**config.mk**
```make
export PLATFORM = sky130hd
export DESIGN_NAME = popcount_scheduler
export DESIGN_NICKNAME = d
export VERILOG_FILES = /design/src/rtl/popcount_sched_pkg.sv /design/src/rtl/popcount32_pipe.sv /design/src/rtl/popcount_scheduler.sv
export SDC_FILE = /design/constraint.sdc
export NUM_CORES = 1
export LEC_CHECK = 0
export ABC_AREA = 1
export BUFFER_PORTS_ARGS = -buffer_cell sky130_fd_sc_hd__buf_2
export CAP_MARGIN = 25
export CORE_ASPECT_RATIO = 2
export CORE_MARGIN = 10
export CORE_UTILIZATION = 35
export DETAILED_ROUTE_END_ITERATION = 6
export GPL_TIMING_DRIVEN = 0
export SYNTH_ARGS = -nofsm -noshare
export SYNTH_HDL_FRONTEND = slang
export SYNTH_SLANG_ARGS = --single-unit
```
**constraint.sdc**
```tcl
create_clock -name clk -period 20.4 [get_ports clk]
set_clock_uncertainty 0.2 [all_clocks]
set_input_delay 1.02 -clock clk [delete_from_list [all_inputs] [get_ports clk]]
set_output_delay 1.02 -clock clk [all_outputs]
set_load 0.05 [all_outputs]
```
**src/rtl/popcount_sched_pkg.sv**
```systemverilog
// Shared types and helpers for the popcount scheduler.
// Result entries are sized for the widest legal configuration.
package popcount_sched_pkg;

    localparam int WORD_W    = 32;
    localparam int CNT_W     = 6;
    localparam int ID_MAX_W  = 3;
    localparam int ACC_MAX_W = 32;

    typedef enum logic {
        IDLE,
        LOCKED
    } state_t;

    typedef struct packed {
        logic [ID_MAX_W-1:0]  id;
        logic [ACC_MAX_W-1:0] count;
    } result_t;

    function automatic logic [CNT_W-1:0] popcount32(input logic [WORD_W-1:0] w);
        logic [CNT_W-1:0] n;
        n = '0;
        for (int i = 0; i < WORD_W; i++) begin
            n = n + CNT_W'(w[i]);
        end
        return n;
    endfunction

endpackage

```
**src/rtl/popcount32_pipe.sv**
```systemverilog
// Fixed-latency 32-bit popcount with a {valid, last, id} sideband
// delayed alongside the count.
module popcount32_pipe
    import popcount_sched_pkg::*;
#(
    parameter int LATENCY = 9,
    parameter int ID_W    = 2
) (
    input  logic              clk,
    input  logic              rst,
    input  logic              in_valid,
    input  logic              in_last,
    input  logic [ID_W-1:0]   in_id,
    input  logic [WORD_W-1:0] in_data,
    output logic              out_valid,
    output logic              out_last,
    output logic [ID_W-1:0]   out_id,
    output logic [CNT_W-1:0]  out_cnt
);

    logic [LATENCY-1:0] vld;
    logic [LATENCY-1:0] lst;
    logic [ID_W-1:0]    ids [LATENCY];
    logic [CNT_W-1:0]   cnt [LATENCY];

    // Only the valid bits need reset; payload follows valid.
    always_ff @(posedge clk or posedge rst) begin
        if (rst) begin
            vld <= '0;
        end else begin
            vld[0] <= in_valid;
            for (int s = 1; s < LATENCY; s++) begin
                vld[s] <= vld[s-1];
            end
        end
    end

    always_ff @(posedge clk) begin
        lst[0] <= in_last;
        ids[0] <= in_id;
        cnt[0] <= popcount32(in_data);
        for (int s = 1; s < LATENCY; s++) begin
            lst[s] <= lst[s-1];
            ids[s] <= ids[s-1];
            cnt[s] <= cnt[s-1];
        end
    end

    assign out_valid = vld[LATENCY-1];
    assign out_last  = lst[LATENCY-1];
    assign out_id    = ids[LATENCY-1];
    assign out_cnt   = cnt[LATENCY-1];

endmodule

```
**src/rtl/popcount_scheduler.sv**
```systemverilog
// Arbitrates packets from several requesters onto one popcount pipeline
// and returns a saturated bit-count per packet through a result FIFO.
module popcount_scheduler
    import popcount_sched_pkg::*;
#(
    parameter int NUM_REQ   = 4,
    parameter int LATENCY   = 9,
    parameter int ACC_W     = 16,
    parameter int RES_DEPTH = 4
) (
    input  logic                       clk,
    input  logic                       rst,
    input  logic [NUM_REQ-1:0]         req_valid,
    input  logic [NUM_REQ*WORD_W-1:0]  req_data,
    input  logic [NUM_REQ-1:0]         req_last,
    output logic [NUM_REQ-1:0]         req_ready,
    output logic                       res_valid,
    input  logic                       res_ready,
    output logic [$clog2(NUM_REQ)-1:0] res_id,
    output logic [ACC_W-1:0]           res_count
);

    localparam int ID_W   = $clog2(NUM_REQ);
    localparam int PTR_W  = $clog2(RES_DEPTH);
    localparam int PEND_W = PTR_W + 1;

    state_t          state;
    state_t          state_nxt;
    logic [ID_W-1:0] grant_id;
    logic [ID_W-1:0] grant_nxt;
    logic [ID_W-1:0] rr_ptr;
    logic [ID_W-1:0] rr_nxt;
    logic [ID_W-1:0] sel;
    logic            sel_found;
    logic            take;
    logic            word_last;
    logic [WORD_W-1:0] word;

    logic [PEND_W-1:0] lif;
    logic [PEND_W-1:0] fifo_cnt;
    logic [PEND_W:0]   pending;
    logic              credit_ok;

    logic              out_valid;
    logic              out_last;
    logic [ID_W-1:0]   out_id;
    logic [CNT_W-1:0]  out_cnt;

    logic [ACC_W-1:0]  acc;
    logic [ACC_W:0]    sum;
    logic [ACC_W-1:0]  acc_sat;

    result_t           mem [RES_DEPTH];
    result_t           head;
    result_t           push_res;
    logic [PTR_W:0]    wr_ptr;
    logic [PTR_W:0]    rd_ptr;
    logic              push;
    logic              pop;
    logic              head_unused;

    function automatic logic [ID_W-1:0] next_id(input logic [ID_W-1:0] id);
        return (int'(id) == NUM_REQ - 1) ? '0 : id + 1'b1;
    endfunction

    // Pending results bound both in-flight last words and FIFO occupancy.
    assign pending   = (PEND_W+1)'(lif) + (PEND_W+1)'(fifo_cnt);
    assign credit_ok = pending < (PEND_W+1)'(RES_DEPTH);

    always_comb begin
        int idx;
        idx       = 0;
        sel       = grant_id;
        sel_found = 1'b0;
        if (state == LOCKED) begin
            sel_found = req_valid[grant_id];
        end else begin
            for (int k = 0; k < NUM_REQ; k++) begin
                idx = (int'(rr_ptr) + k) % NUM_REQ;
                if (!sel_found && req_valid[idx]) begin
                    sel_found = 1'b1;
                    sel       = ID_W'(idx);
                end
            end
        end
    end

    assign word_last = req_last[sel];
    assign word      = req_data[int'(sel)*WORD_W +: WORD_W];
    assign take      = !rst && sel_found && (!word_last || credit_ok);

    always_comb begin
        req_ready = '0;
        if (take) begin
            req_ready[sel] = 1'b1;
        end
    end

    always_comb begin
        state_nxt = state;
        grant_nxt = grant_id;
        rr_nxt    = rr_ptr;
        if (take) begin
            if (word_last) begin
                state_nxt = IDLE;
                rr_nxt    = next_id(sel);
            end else begin
                state_nxt = LOCKED;
                grant_nxt = sel;
            end
        end
    end

    always_ff @(posedge clk or posedge rst) begin
        if (rst) begin
            state    <= IDLE;
            grant_id <= '0;
            rr_ptr   <= '0;
        end else begin
            state    <= state_nxt;
            grant_id <= grant_nxt;
            rr_ptr   <= rr_nxt;
        end
    end

    popcount32_pipe #(
        .LATENCY (LATENCY),
        .ID_W    (ID_W)
    ) u_pipe (
        .clk       (clk),
        .rst       (rst),
        .in_valid  (take),
        .in_last   (word_last),
        .in_id     (sel),
        .in_data   (word),
        .out_valid (out_valid),
        .out_last  (out_last),
        .out_id    (out_id),
        .out_cnt   (out_cnt)
    );

    always_ff @(posedge clk or posedge rst) begin
        if (rst) begin
            lif <= '0;
        end else begin
            lif <= lif + PEND_W'(take && word_last) - PEND_W'(push);
        end
    end

    assign sum     = {1'b0, acc} + (ACC_W+1)'(out_cnt);
    assign acc_sat = sum[ACC_W] ? '1 : sum[ACC_W-1:0];

    always_ff @(posedge clk or posedge rst) begin
        if (rst) begin
            acc <= '0;
        end else if (out_valid) begin
            acc <= out_last ? '0 : acc_sat;
        end
    end

    assign push           = out_valid && out_last;
    assign pop            = res_valid && res_ready;
    assign fifo_cnt       = wr_ptr - rd_ptr;
    assign push_res.id    = ID_MAX_W'(out_id);
    assign push_res.count = ACC_MAX_W'(acc_sat);

    always_ff @(posedge clk or posedge rst) begin
        if (rst) begin
            wr_ptr <= '0;
            rd_ptr <= '0;
        end else begin
            if (push) wr_ptr <= wr_ptr + 1'b1;
            if (pop)  rd_ptr <= rd_ptr + 1'b1;
        end
    end

    always_ff @(posedge clk) begin
        if (push) begin
            mem[wr_ptr[PTR_W-1:0]] <= push_res;
        end
    end

    assign head        = mem[rd_ptr[PTR_W-1:0]];
    assign head_unused = ^{head.id, head.count};
    assign res_valid   = fifo_cnt != '0;
    assign res_id      = res_valid ? head.id[ID_W-1:0] : '0;
    assign res_count   = res_valid ? head.count[ACC_W-1:0] : '0;

endmodule

```
==> run_results.csv <==
group,metric,value,unit
timing,fmax,139,MHz
drt,drc,0,
clocking,post-cts-setup-buffers,0,
status,status,"finished, final reports clean",
clocking,cts_hold_buf,0,
clocking,cts_tree,"yes",
clocking,clock-root-buffer,"clkbuf_16",
synthesis,syn-num-nets,1164,
clocking,clk_path_buf_depth,2,
cells_and_area,finalInstanceArea,0.0109,mm^2
worst_setup_path,r2r_start,"rr_ptr[0]",
global_routing,grtUsageTotal,0.144,
placed_design,postPlaceCellArea,0.0103,mm^2
placed_design,gp_congestion,0.886,
run,maxCapViolations,0,
clocking,clock_latency,0.42,ns
worst_setup_path,worstSetupPathType,"input pin to register",
die,start_util,0.356,
worst_setup_path,rr_worst_depth,27,
worst_setup_path,endpoint_kind,"register",
clocking,ctsHtreeMaxLevel,4,
worst_setup_path,r2r_slack,13.40,ns
cells_and_area,postLayoutCoreUtil,0.433,
timing,setup_tns,0,ns
synthesis,ys_seq_area_frac,0.532,
synthesis,yosysTopAreaCellShare,0.242,
drt,vias,7024,
synthesis,synth_warnings,0,
worst_setup_path,cp.required,20.52,ns
die,coreArea,0.0251,mm^2
timing,fin_crit_sh,0.353,
die,core.rowCount,82,
drt,ant_nets,0,
cells_and_area,nets,1349,
clocking,cts.repair.resized,0,
timing,fin_crit,7.21,ns
global_routing,antenna_found_initial,0,
global_routing,grt_max_degree,41,
cells_and_area,n_antenna_cell,0,
clocking,cts.sinks,192,
drt,wl_per_cell,15.8,um
timing,slew-limit-headroom,0.590,
synthesis,synthFlopType,"dfxtp_1",
synthesis,async_flop_share,0.203,
synthesis,synthDistinctLibCells,37,
drt,vias_per_cell,4.67,
worst_hold_path,hold_path_startpoint,"u_pipe.ids[0][15]",
worst_setup_path,worstPathMaxFanout,10,
cells_and_area,area_delta_synth_final,21.6,%
drt,dr.pass1.iters,5,
worst_hold_path,hold_class,"register to register",
die,die_h,246,um
global_routing,overflow,0,
worst_setup_path,crit_arrival,7.33,ns
cells_and_area,fillers,2512,
drt,drtIter0Drc,256,
cells_and_area,final_common_cell,"nand2_1",
synthesis,synth.cell_area,0.00895,mm^2
placed_design,hpwlAfterDp,19.4,mm
worst_setup_path,r2r-end,"u_pipe.cnt[0][4]",
die,die_w,133,um
clocking,numCtsBuffers,17,
timing,rsz0062_at_grt,"no",
timing,hold_viol_final,0,
synthesis,synth-seq-cells,192,
worst_hold_path,hold_end,"u_pipe.ids[0][17]",
die,pin_count,162,
worst_setup_path,startpoint_type,"input pin",
clocking,path_clk_slew,0.08,ns
cells_and_area,drive_gt1_frac,0.215,
die,die_area,0.0328,mm^2
cells_and_area,layout_common_cells,"nand2_1, buf_2, inv_1, nand3_1, dfxtp_1",
timing,holdWs,0.122,ns
synthesis,synthCells,970,
synthesis,synth-edff-count,72,
drt,drt_wl_total,23.8,mm
global_routing,grt_pass1_wl,37.3,mm
placed_design,port_buffers,161,
synthesis,synth_area_leaders,"edfxtp_1, dfxtp_1, nand2_1",
synthesis,synth_top_cell_by_area,"edfxtp_1",
global_routing,grt_pass1_vias,7345,
timing,worst_pin_slew,0.615,ns
timing,slew_violations,0,
timing,setup-violations-final,0,
synthesis,synth.avg_cell_area,9.23,um^2
worst_hold_path,min_path_cells,0,
## registers in the layout, indices dropped and copies added, names as in the netlist
signal / flops
rd_ptr: 3
lif: 3
u_pipe.cnt: 54
u_pipe.vld: 9
grant_id: 2
wr_ptr: 3
u_pipe.lst: 9
state: 1
mem: 72
u_pipe.ids: 18
rr_ptr: 2
acc: 16
## cell type report
type | instances | area, um^2 | share of cell area
Clock buffer | 18 | 450 | 0.0414
Tap cell | 336 | 420 | 0.0386
Multi-Input combinational cell | 632 | 3550 | 0.326
Inverter | 108 | 405 | 0.0373
Clock inverter | 14 | 150 | 0.0138
Timing Repair Buffer | 166 | 898 | 0.0826
Buffer | 38 | 244 | 0.0224
Sequential cell | 192 | 4760 | 0.437
## layer usage
layer / up-vias / part of all wire / track usage / wire length (um)
met3: 46 / 0.051 / 0.0320 / 1220
met4: 0 / 0.036 / 0.0735 / 852
li1: 3510 / - / - / -
met5: - / 0 / 0 / 0
met1: 3240 / 0.32 / 0.115 / 7730
met2: 228 / 0.59 / 0.305 / 14000
## how the worst max path moves through the flow
| stage | cells past startpoint | from | slack [ns] | to |
|---|---|---|---|---|
| 6_report | 27 | req_valid[1] | 13.19 | u_pipe.cnt[0][4] |
| 5_1_grt | 27 | req_valid[0] | 12.85 | u_pipe.cnt[0][4] |
| 4_1_cts | 29 | req_valid[0] | 13.18 | u_pipe.cnt[0][4] |
| 3_5_place_dp | 29 | req_valid[0] | 12.73 | u_pipe.cnt[0][4] |
| 3_3_place_gp | 29 | req_valid[0] | 12.72 | u_pipe.cnt[0][4] |
| 2_1_floorplan | 28 | req_valid[0] | 13.50 | u_pipe.cnt[0][4] |
## synth_stat cells (9+ instances only)
| cell | count |
|---|---|
| buf_2 | 9 |
| buf_6 | 11 |
| clkbuf_1 | 15 |
| dfrtp_1 | 39 |
| dfxtp_1 | 81 |
| edfxtp_1 | 72 |
| fa_1 | 27 |
| ha_1 | 28 |
| inv_1 | 101 |
| nand2_1 | 273 |
| nand2_2 | 9 |
| nand3_1 | 94 |
| nor2_1 | 63 |
| o21ai_0 | 65 |
| o22ai_1 | 20 |
| xor2_1 | 10 |
## worst max-delay path: stages
cell     delay, ns
buf_2         0.13
inv_1         0.07
nand2_1       0.07
nand3_1       0.12
nand2_2       0.09
o21ai_0       0.32
nand2_1       0.09
nand3_1       0.11
nand2_2       0.09
a21oi_4       0.25
buf_4         0.24
o21ai_0       0.10
o22ai_1       0.14
ha_1          0.25
inv_1         0.08
fa_1          0.42
fa_1          0.53
fa_1          0.56
fa_1          0.55
fa_1          0.54
fa_1          0.58
fa_1          0.18
inv_1         0.07
fa_1          0.41
nand3_1       0.11
nand3_1       0.08
xor2_1        0.14
## per-stage QoR
step / setup WS, ns / cells
global placement: 12.72 / 1467
global route: 12.85 / 1504
CTS: 13.18 / 1504
floorplan: 13.50 / 970
detailed placement: 12.73 / 1472
finish: 13.19 / 1504
## cell families (layout without fill, tap and decap cells)
group	count (synthesis)	count (layout)	synth area share
simple gates	458	458	0.215
fa+ha+maj	55	55	0.0995
flops	192	192	0.532
xor+xnor	15	15	0.0147
compound gates	104	104	0.0668
buf+inv	146	344	0.0726
Power is left out: the tool's default activity adds up to more than one toggle a clock period on the data nets, which glitch-free logic cannot reach.
